`src/rtl/mux_rr_nto1.sv`:
```
`default_nettype none
// ============================================================================
//  Module   : mux_rr_nto1
//  Purpose  : N-to-1 data multiplexer with per-channel input FIFOs,
//             round-robin or fixed-select arbitration and a registered
//             valid/ready output stage.
//  Revision : 1.0  initial release
// ============================================================================
module mux_rr_nto1 #(
    parameter int NUM_CH = 4,
    parameter int DATA_W = 8,
    parameter int DEPTH  = 4,
    parameter int SEL_W  = 2
) (
    input  logic                       clk,
    input  logic                       reset,
    input  logic [NUM_CH*DATA_W-1:0]   in_data,
    input  logic [NUM_CH-1:0]          in_valid,
    output logic [NUM_CH-1:0]          in_ready,
    input  logic                       rr_en,
    input  logic [SEL_W-1:0]           sel,
    output logic [DATA_W-1:0]          data_out,
    output logic                       valid_out,
    input  logic                       ready_out,
    output logic [SEL_W-1:0]           grant_ch,
    output logic [NUM_CH-1:0]          fifo_empty
);

    localparam int PTR_W = $clog2(DEPTH);
    localparam int CNT_W = PTR_W + 1;

    logic [NUM_CH-1:0] w_ready;
    logic [NUM_CH-1:0] w_empty;
    logic [DATA_W-1:0] w_head [NUM_CH];

    logic              w_load;
    logic              w_grant_vld;
    logic [SEL_W-1:0]  w_grant_idx;
    int                w_scan_idx;

    logic [DATA_W-1:0] r_data_out;
    logic              r_valid_out;
    logic [SEL_W-1:0]  r_grant_ch;
    logic [SEL_W-1:0]  r_last_grant;

    // The output register can take a new word when it is empty or being drained.
    assign w_load = !r_valid_out || ready_out;

    // ------------------------------------------------------------------
    // Per-channel FIFOs
    // ------------------------------------------------------------------
    for (genvar gi = 0; gi < NUM_CH; gi++) begin : g_ch
        logic [DATA_W-1:0] r_mem [DEPTH];
        logic [PTR_W-1:0]  r_wr_ptr;
        logic [PTR_W-1:0]  r_rd_ptr;
        logic [CNT_W-1:0]  r_count;
        logic              w_push;
        logic              w_pop;

        // Readiness depends only on occupancy, so a full FIFO refuses a push
        // even in the cycle it is being popped.
        assign w_ready[gi] = (r_count != CNT_W'(DEPTH));
        assign w_empty[gi] = (r_count == '0);
        assign w_head[gi]  = r_mem[r_rd_ptr];
        assign w_push      = in_valid[gi] && w_ready[gi];
        assign w_pop       = w_load && w_grant_vld && (w_grant_idx == SEL_W'(gi));

        // Storage array: contents need no reset, occupancy is tracked by the count.
        always_ff @(posedge clk) begin
            if (w_push) begin
                r_mem[r_wr_ptr] <= in_data[gi*DATA_W +: DATA_W];
            end
        end

        // Pointers wrap naturally since DEPTH is a power of two.
        always_ff @(posedge clk or posedge reset) begin
            if (reset) begin
                r_wr_ptr <= '0;
                r_rd_ptr <= '0;
                r_count  <= '0;
            end else begin
                if (w_push) begin
                    r_wr_ptr <= r_wr_ptr + 1'b1;
                end
                if (w_pop) begin
                    r_rd_ptr <= r_rd_ptr + 1'b1;
                end
                case ({w_push, w_pop})
                    2'b10:   r_count <= r_count + 1'b1;
                    2'b01:   r_count <= r_count - 1'b1;
                    default: r_count <= r_count;
                endcase
            end
        end
    end

    assign in_ready   = w_ready;
    assign fifo_empty = w_empty;

    // Arbitration: rotating scan after the last served channel, or a fixed pick.
    always_comb begin
        w_grant_vld = 1'b0;
        w_grant_idx = '0;
        w_scan_idx  = 0;
        if (rr_en) begin
            for (int k = 1; k <= NUM_CH; k++) begin
                w_scan_idx = (int'(r_last_grant) + k) % NUM_CH;
                if (!w_grant_vld && !w_empty[SEL_W'(w_scan_idx)]) begin
                    w_grant_vld = 1'b1;
                    w_grant_idx = SEL_W'(w_scan_idx);
                end
            end
        end else if (int'(sel) < NUM_CH) begin
            if (!w_empty[sel]) begin
                w_grant_vld = 1'b1;
                w_grant_idx = sel;
            end
        end
    end

    // Output stage: load the granted head, go idle, or hold while stalled.
    always_ff @(posedge clk or posedge reset) begin
        if (reset) begin
            r_data_out   <= '0;
            r_valid_out  <= 1'b0;
            r_grant_ch   <= '0;
            r_last_grant <= SEL_W'(NUM_CH - 1);
        end else if (w_load) begin
            if (w_grant_vld) begin
                r_data_out   <= w_head[w_grant_idx];
                r_valid_out  <= 1'b1;
                r_grant_ch   <= w_grant_idx;
                r_last_grant <= w_grant_idx;
            end else begin
                r_valid_out  <= 1'b0;
            end
        end
    end

    assign data_out  = r_data_out;
    assign valid_out = r_valid_out;
    assign grant_ch  = r_grant_ch;

endmodule
`default_nettype wire

```
`config.mk`:
```
export PLATFORM = sky130hd
export DESIGN_NAME = mux_rr_nto1
export DESIGN_NICKNAME = d
export VERILOG_FILES = /design/src/rtl/mux_rr_nto1.sv
export SDC_FILE = /design/constraint.sdc
export NUM_CORES = 1
export LEC_CHECK = 0
export ABC_AREA = 1
export CORE_ASPECT_RATIO = 1.5
export CORE_MARGIN = 2
export CORE_UTILIZATION = 55
export CTS_BUF_LIST = sky130_fd_sc_hd__clkbuf_4 sky130_fd_sc_hd__clkbuf_8
export CTS_CLUSTER_DIAMETER = 30
export DETAILED_ROUTE_END_ITERATION = 8
export PLACE_DENSITY = 0.83
export SLEW_MARGIN = 25
export SYNTH_ARGS = -nofsm -noshare
export SYNTH_HDL_FRONTEND = slang
export SYNTH_SLANG_ARGS = --single-unit
```
`constraint.sdc`:
```
create_clock -name clk -period 3.6 [get_ports clk]
set_input_delay 0.36 -clock clk [delete_from_list [all_inputs] [get_ports clk]]
set_output_delay 0.36 -clock clk [all_outputs]
set_load 0.1 [all_outputs]
```
---- Yosys cells after proc, flatten, opt, wreduce, memory -nomap -nowiden ----
Memories as Yosys holds them, arrays and structs flattened.
Cells that the tools add are included.
word-level totals
  register bits ........................... 41
  latch bits .............................. 0
  memory bits (writable) .................. 128
  ROM bits ................................ 0
  input port bits ......................... 42
  output and inout bits ................... 19
  logic and storage cells ................. 137
  memories kept ........................... 4
memories
  memory         depth  bits a word  read ports  clocked after Yosys merged registers in  wr ports  RTL line  source
  g_ch[0].r_mem  4      8            1           0                                        1         53        logic [DATA_W-1:0] r_mem [DEPTH];
  g_ch[1].r_mem  4      8            1           0                                        1         53
  g_ch[2].r_mem  4      8            1           0                                        1         53
  g_ch[3].r_mem  4      8            1           0                                        1         53
operators by class
  $add $sub $neg .......................... 20
  $mul .................................... 0
  divide/modulo/power cells ............... 0
  order comparisons ....................... 6
  equality and inequality tests ........... 15
  shift-type cells ........................ 0
  muxes and demuxes ....................... 45
  bitwise logic cells ..................... 1
  reduce and logical (&&, ||, !) cells .... 30
operator list
  cell                                                                    number
  1-bit two-way mux                                                       27
  3-bit one-hot mux with 2 select lines                                   4
  2-bit by 1-bit adder with 2-bit output (second input constant)          10
  8-bit binary-select mux with 2-bit select                               1
  2-bit by 4-bit < comparator with 1-bit output (second input constant)   4
  8-bit two-way mux                                                       2
  3-bit by 1-bit adder with 3-bit output (second input constant)          4
  2-bit equality test (second input constant)                             6
  1-bit logical AND                                                       12
  3-bit logical NOT                                                       4
  2-bit two-way mux                                                       6
  3-bit inequality test (second input constant)                           4
  3-bit by 1-bit subtractor with 3-bit output (second input constant)     4
  1-bit binary-select mux with 2-bit select                               5
  2-bit by 1-bit equality test with 1-bit output (second input constant)  5
  2-bit nonzero test                                                      4
  1-bit logical NOT                                                       7
  2-bit adder (second input constant)                                     2
  3-bit >= comparator (second input constant)                             1
  2-bit by 3-bit < comparator with 1-bit output (second input constant)   1
  2-bit inverter with 3-bit output                                        1
  2-bit logical NOT                                                       1
  2-bit AND reduction                                                     1
  1-bit logical OR                                                        1

---- Logic depth before layout (Yosys ltp) ----
Gate-level depths: netlist of run 1.
  depth after elaboration ................. 22
  depth in mapped cells ................... 21
  mapped depth without buffers ............ 20

---- Worst setup path after synthesis of run 1 ----
No wires, ideal clock.
  kind .................................... register to register
  start point ............................. reg g_ch[1].r_count[0]
  end point ............................... reg g_ch[2].r_count[2]
  library setup time ...................... 131 ps
  data arrival time ....................... 2950 ps
  required time ........................... 3469 ps
  slack ................................... 519 ps
  cell stages (with the launch flop) ...... 17
  buffers on the path ..................... 0
  clock period less this slack ............ 3081 ps
  cells stage by stage .................... dfrtp_1 -> nor2_1 -> nand2_1 -> inv_1 -> a211o_1 -> nand2_1 -> nand2_1 -> nand2_2 -> nand2_8 -> nand2_1 -> inv_1 -> ha_1 -> inv_1 -> fa_1 -> a21oi_1 -> o21ai_0 -> xor2_1
between the ends
  cells in the longest elaborated chain, start to end .. 22
  elaborated cells on any way between the ends .. 46
  classes of those cells .................. eq/ne (3); mux (30); reduce/logical (13)
ends and longest elaborated chain
  element                                                                                       RTL line  source
  from (decl)                                                                                   56        logic [CNT_W-1:0] r_count;
  from (signal assigned)                                                                        89        2'b10: r_count <= r_count + 1'b1;
  from (signal assigned)                                                                        90        2'b01: r_count <= r_count - 1'b1;
  from (signal assigned)                                                                        91        default: r_count <= r_count;
  3-bit logical NOT (*)                                                                         63        assign w_empty[gi] = (r_count == '0);
  net fifo_empty[1]                                                                             26        output logic [NUM_CH-1:0] fifo_empty
  1-bit binary-select mux with 2-bit select                                                     108       if (!w_grant_vld && !w_empty[SEL_W'(w_scan_idx)]) begin
  1-bit two-way mux (not written as such) (2 in a row)                                          108
  1-bit two-way mux                                                                             108
  1-bit two-way mux                                                                             105       if (rr_en) begin
  1-bit logical NOT                                                                             108
  1-bit logical AND                                                                             108
  [7 not listed]                                                                                n/a
  1-bit logical AND                                                                             108
  2-bit two-way mux / 1-bit two-way mux (equally long branches)                                 108
  2-bit two-way mux / 1-bit two-way mux (equally long branches)                                 105
  2-bit equality test / 1-bit logical AND (equally long branches)                               66        assign w_pop = w_load && w_grant_vld && (w_grant_idx == SEL_W'(gi));
  1-bit logical AND (*)                                                                         66
  net g_ch[2].w_pop                                                                             58        logic w_pop;
  2-bit by 1-bit equality test with 1-bit output / 2-bit equality test (equally long branches)  88        case ({w_push, w_pop})
  3-bit one-hot mux with 2 select lines / 2-bit nonzero test (equally long branches)            n/a
  to (signal assigned)                                                                          89
  to (signal assigned)                                                                          90
  to (signal assigned)                                                                          91
  to (decl)                                                                                     56
The timed path passes the listed nets; every way through them passes the cells marked *. The select of a mux whose other input is x is not followed.
A chain may end at the register's enable or synchronous reset.

---- Worst setup path in the final report of run 1 ----
  start point ............................. reg g_ch[0].r_count[0]
  end point ............................... reg g_ch[1].r_count[2]
between the ends
  cells in the longest elaborated chain, start to end .. 22
  elaborated cells on any way between the ends .. 46
  classes of those cells .................. eq/ne (3); mux (30); reduce/logical (13)
ends and longest elaborated chain
  element                                                                                       RTL line
  from (decl)                                                                                   56
  from (signal assigned)                                                                        89
  from (signal assigned)                                                                        90
  from (signal assigned)                                                                        91
  3-bit logical NOT (*)                                                                         63
  1-bit binary-select mux with 2-bit select                                                     108
  1-bit two-way mux (not written as such) (2 in a row)                                          108
  1-bit two-way mux                                                                             108
  1-bit two-way mux                                                                             105
  1-bit logical NOT                                                                             108
  1-bit logical AND                                                                             108
  1-bit two-way mux                                                                             108
  [6 not listed]                                                                                n/a
  1-bit logical AND                                                                             108
  2-bit two-way mux / 1-bit two-way mux (equally long branches)                                 108
  2-bit two-way mux / 1-bit two-way mux (equally long branches)                                 105
  2-bit by 1-bit equality test with 1-bit output / 1-bit logical AND (equally long branches)    66
  1-bit logical AND (*)                                                                         66
  net g_ch[1].w_pop                                                                             58
  2-bit by 1-bit equality test with 1-bit output / 2-bit equality test (equally long branches)  88
  3-bit one-hot mux with 2 select lines / 2-bit nonzero test (equally long branches)            n/a
Marks and branches as above.

==> results of run 1 <==
[metrics by stage]
stage                     total power [mW]  setup slack, ns  instances  cell area, um2  hold WS [ns]
after floorplan                       5.70            0.519        676            7510         0.459
after global placement                6.48            0.463        879            8220         0.481
after detailed placement              6.65            0.364        879            8220         0.474
after CTS                             7.95            0.471        911            8610         0.347
after global routing                  8.43            0.104        911            8610         0.399
final                                 7.95            0.429        911            8610         0.325
[power by group]
group	internal [mW]	switching [mW]	total [mW]	leakage [nW]
Sequential	2.66	0.398	3.06	1.65
Clock	0.573	0.740	1.31	0.187
Combinational	1.04	2.54	3.57	1.52
Total	4.27	3.67	7.95	3.36
[cells by family (layout without fill, tap and decap cells)]
family          count (synthesis)  after routing  synth area share [%]
flops                         169            169                  64.9
xor+xnor                       19             19                  2.22
simple gates                  246            246                  14.5
fa+ha+maj                      24             24                  4.40
compound gates                125            125                  9.03
buf+inv                        93            166                  5.01
[worst min path at each step]
stage | slack (ns) | endpoint | cells after the start | from
2_1_floorplan | 0.46 | g_ch[0].r_mem[0][0] | 0 | in_data[0]
6_report | 0.33 | g_ch[2].r_wr_ptr[0] | 3 | reset
3_5_place_dp | 0.47 | grant_ch[0] | 2 | grant_ch[0]
4_1_cts | 0.35 | g_ch[2].r_wr_ptr[0] | 3 | reset
5_1_grt | 0.40 | g_ch[3].r_wr_ptr[0] | 3 | reset
3_3_place_gp | 0.48 | grant_ch[0] | 2 | grant_ch[0]
[state kept, by name, indices dropped and copies added, names as in the netlist]
name           count
data_out           8
g_ch.r_count      12
g_ch.r_mem       128
g_ch.r_rd_ptr      8
g_ch.r_wr_ptr      8
grant_ch           2
r_last_grant       2
valid_out          1
[layout make-up]
class | count | area [um2]
Clock inverter | 15 | 158
Sequential cell | 169 | 4870
Inverter | 71 | 267
Timing Repair Buffer | 63 | 618
Clock buffer | 17 | 234
Multi-Input combinational cell | 414 | 2260
Fill cell | 984 | 4790
Tap cell | 162 | 203
[worst register-to-register path: cells and delay by family, from the launching register on]
kind / cells / cell delay (ns)
simple gates: 11 / 1.42
compound gates: 2 / 0.26
buf+inv: 3 / 0.27
xor+xnor: 1 / 0.16
flops: 1 / 0.42
fa+ha+maj: 2 / 0.51
[cell usage after synthesis, drive strengths merged]
cell type / instances
edfxtp: 128
nor2: 93
nand2: 88
o21ai: 81
inv: 71
nand3: 62
dfrtp: 39
o22ai: 32
ha: 20
clkbuf: 12
xor2: 12
buf: 10
a21oi: 9
xnor2: 7
fa: 4
dfstp: 2
nand4: 2
a211o: 1
nand3b: 1
o21a: 1
o21bai: 1
[routing by layer]
layer	vias to the layer above	global-route usage [%]	wire, um
li1	2448	-	-
met2	159	39.4	8260
met3	36	4.38	844
met5	-	0	0
met1	2433	24.7	5920
met4	0	10.9	520
==> results.cfg, run 1 <==
[timing]
period_share_pct = 88.1
fin_setup_tns_ns = 0
setup_viol = 0
fin_crit_ns = 3.17
fmax_ghz = 0.315
skew_ns = 0.0113
hold_viol = 0
report.final.slew_viol_count = 0
rsz0062_at_grt = false
slew-limit-headroom_pct = 34.9
tightest_slew_ns = 0.973

[drt]
routed_wl_mm = 15.5
drc_errors = 0
drt_iter0_drc = 297
drt.antenna.violating_nets = 0
vias_per_cell = 5.57
num_vias = 5076
route.detailed.wl_per_inst_um = 17.1
drtPass1Iterations = 5

[yosys]
synth_top_area_share_pct = 51.2
ys_warn_count = 0
syn-cell-area_um2 = 7510
syn_avg_cell_area_um2 = 11.1
seq_area_frac_synth_pct = 64.9
synth_area_leaders = edfxtp_1, dfrtp_1, o21ai_0, nor2_1, nand2_1
ys_seq_elements = 169
synth_fp_nets = 742
yosysTopAreaCell = edfxtp_1
synth_cell_type_count = 34
syn_inst = 676

[worst_setup_path]
cp-endpoint = g_ch[1].r_count[2]
r2r_cells = 19
cp.arrival_ns = 3.51
reg2reg_to = g_ch[1].r_count[2]
max_stage_delay_ns = 0.42
r2r-start = g_ch[0].r_count[0]
path_buf_inv = 3
cp-startpoint = g_ch[0].r_count[0]
cp-end-kind = flop
cp_cell_sequence = nor2_1, nand3_1, nand3_1, nand2_1, nand2_1, nand2_1, nor2_1, nand2_1, nand2_4, nand2_8, inv_2, nand3_2, inv_1, ha_1, inv_1, fa_1, a21oi_1, o21ai_0, xor2_1
slowest_stage = dfrtp_1
cp_top_family = simple AND/OR/NAND/NOR gates
cp.depth = 19
required_ns = 3.94
crit_path_frequent_cell = nand2_1
worst-r2r-setup-slack_ns = 0.43
cp_max_fo = 19
criticalPathCategory = flop to flop
startpoint_type = flop

[clock_network]
cts_htree_levels = 4
clk_transition_reported_paths_ns = 0.09
clock-sinks = 169
cts-root-buf = clkbuf_8
cts_setup_buffers = 0
cts_tree = done
clk_latency_ns = 0.46
postCtsResizedCells = 0
clk_path_buf_depth = 2
hold_buffers = 0
numCtsBuffers = 17

[place]
io_buffers = 60
dp_hpwl_mm = 11.1
gp_congestion = 0.927

[global_route]
grt_usage_pct = 22.0
grt_max_degree = 42
grt_pass1_wl_mm = 24.8
grt_pass1_vias = 5095
grt_antenna_before_repair = 0
grt_overflow_total = 0

[cells_and_area]
fin_nets = 802
antennaDiodeCount = 0
area_delta_synth_final_pct = 14.7
utilization_pct = 64.3
mostFrequentLayoutCells = edfxtp_1, nor2_1, nand2_1
drive_gt1_share_pct = 8.54
final_common_cell = edfxtp_1

[floorplan]
fp.dieW_um = 99.4
num_rows = 52
boundaryPins = 61
core_area_um2 = 13400
die_h_um = 147
initial_core_util_pct = 56.0
floorplan.die_area_um2 = 14600

[power]
powerDensity_nw_per_um2 = 923
power_leakage_nw = 3.36
max-vdd-ir-drop_mv = 0.481

[outcome]
run_status = finished clean

[hold_path]
hold_class = primary input to asynchronous set/reset pin

[run]
drv_cap = 0
No activity file was read; power rests on OpenSTA's default activity.
==> run 2: changes to the inputs <==
--- a/config.mk
+++ b/config.mk
@@ -6,8 +6,9 @@
 export NUM_CORES = 1
 export LEC_CHECK = 0
 export ABC_AREA = 1
+export ABC_CLOCK_PERIOD_IN_PS = 3600
 export CORE_ASPECT_RATIO = 1.5
-export CORE_MARGIN = 2
+export CORE_MARGIN = 4
 export CORE_UTILIZATION = 55
 export CTS_BUF_LIST = sky130_fd_sc_hd__clkbuf_4 sky130_fd_sc_hd__clkbuf_8
 export CTS_CLUSTER_DIAMETER = 30
==> results.cfg, run 2 (synthesis gave the netlist of run 1 again) <==
[floorplan]
boundaryPins = 61
core_area_um2 = 13500
initial_core_util_pct = 55.8
fp.dieW_um = 103
floorplan.die_area_um2 = 15600
die_h_um = 151
num_rows = 52

[global_route]
grt_overflow_total = 0
grt_max_degree = 42
grt_pass1_wl_mm = 25.8
grt_pass1_vias = 5192
globalRouteMet3Util_pct = 4.42
grt_antenna_before_repair = 0
grt_use_met1_pct = 25.7
grt.busiest_layer = met2
grt_usage_pct = 21.9
grt_use_met2_pct = 39.4

[outcome]
run_status = finished clean

[drt]
routed_wl_mm = 16.1
drtPass1Iterations = 4
drt_iter0_drc = 291
vias_per_cell = 5.60
route.detailed.wl_per_inst_um = 17.6
drt.antenna.violating_nets = 0
num_vias = 5107
drc_errors = 0

[timing]
fin_setup_tns_ns = 0
setup_viol = 0
fin_crit_ns = 3.23
slew-limit-headroom_pct = 34.4
period_share_pct = 89.7
rsz0062_at_grt = false
hold_viol = 0
timing.hold.ws_ns = 0.352
tightest_slew_ns = 0.981
skew_ns = 0.0121
fmax_ghz = 0.310
report.final.slew_viol_count = 0

[cells_and_area]
area_delta_synth_final_pct = 14.9
fin_nets = 804
antennaDiodeCount = 0
mostFrequentLayoutCells = edfxtp_1, nor2_1, nand2_1
finalNonFillerCells = 912
top_register = g_ch.r_mem
drive_gt1_share_pct = 8.40
final_common_cell = edfxtp_1
reg_top3 = g_ch.r_mem (128), g_ch.r_count (12)
largest_reg_flops = 128

[clock_network]
numCtsBuffers = 17
cts_tree = done
clock-sinks = 169
cts-root-buf = clkbuf_8
clk_path_buf_depth = 2
postCtsResizedCells = 0
clk_latency_ns = 0.44
clk_transition_reported_paths_ns = 0.09
cts_setup_buffers = 0
hold_buffers = 0
cts_htree_levels = 4

[worst_setup_path]
worst-r2r-setup-slack_ns = 0.37
required_ns = 3.91
r2r-start = g_ch[0].r_count[0]
cp-end-kind = flop
cp.arrival_ns = 3.54
slowest_stage = dfrtp_1
cp_max_fo = 19
crit_path_frequent_cell = nand2_1
cp_cell_sequence = nor2_1, nand3_1, nand3_1, nand2_1, nand2_1, nand2_1, nor2_1, nand2_1, nand2_4, nand2_8, inv_2, nand3_2, inv_1, ha_1, inv_1, fa_1, a21oi_1, o21ai_0, xor2_1
r2r_cells = 19
criticalPathCategory = flop to flop
max_stage_delay_ns = 0.41
reg2reg_to = g_ch[1].r_count[2]
startpoint_type = flop

[place]
dp_hpwl_mm = 11.7
gp_congestion = 0.878
io_buffers = 60
place_inst = 881

[hold_path]
hold_class = primary input to asynchronous set/reset pin

[power]
power_leakage_nw = 3.38
powerDensity_nw_per_um2 = 926
max-vdd-ir-drop_mv = 0.405

[run]
drv_cap = 0
## run 2: cell types whose count changed in the layout (fill, tap and decap cells not counted)
cell | before | now
clkbuf_4 | 0 | 1
inv_8 | 4 | 2
clkdlybuf4s50_1 | 58 | 59
clkinv_4 | 3 | 2
inv_6 | 3 | 2
clkinvlp_4 | 4 | 2
inv_1 | 62 | 63
bufinv_16 | 1 | 2
clkinv_2 | 0 | 2
buf_4 | 5 | 6
## run 2: stage by stage
stage	setup WS (ns)	power (mW)	utilization (%)	cell area [um2]
2_1_floorplan	0.519	5.70	-	7510
3_3_place_gp	0.523	6.51	61.2	8240
3_5_place_dp	0.395	6.68	61.2	8240
4_1_cts	0.375	8.01	64.0	8630
5_1_grt	0.0332	8.52	64.0	8630
6_report	0.372	7.99	64.0	8630
## run 2: cell type report
class	count	area (um2)
clock buffer	18	241
inverter	71	267
fill	1022	4840
multi-input combinational	414	2260
tap	162	203
timing repair buffer	65	636
clock inverter	13	146
sequential	169	4870
## run 2: how the worst max path moves through the flow
stage | slack, ns | cells after the start | startpoint | end
4_1_cts | 0.37 | 19 | g_ch[0].r_count[0] | g_ch[1].r_count[2]
6_report | 0.37 | 19 | g_ch[0].r_count[0] | g_ch[1].r_count[2]
2_1_floorplan | 0.52 | 16 | g_ch[1].r_count[0] | g_ch[2].r_count[2]
3_3_place_gp | 0.52 | 19 | g_ch[0].r_count[0] | g_ch[1].r_count[2]
5_1_grt | 0.03 | 19 | g_ch[0].r_count[0] | g_ch[2].r_count[2]
3_5_place_dp | 0.39 | 19 | g_ch[0].r_count[0] | g_ch[1].r_count[2]
## run 2: metal layers
layer / vias up / share of wire (%)
li1: 2444 / -
met1: 2475 / 39
met2: 156 / 54
met3: 32 / 4.9
met4: 0 / 2.2
met5: - / 0
## run 2: power by group
group	switching, mW	internal (mW)	total (mW)	leakage [nW]
logic	2.58	1.05	3.63	1.53
registers	0.369	2.67	3.03	1.65
clock network	0.697	0.631	1.33	0.194
total	3.64	4.34	7.99	3.38
## run 2: critical path: cells and delay by family (launching register included)
kind            cells  cell delay (ns)
simple gates       11             1.45
fa+ha+maj           2             0.52
flops               1             0.41
compound gates      2             0.29
buf+inv             3             0.27
xor+xnor            1             0.17
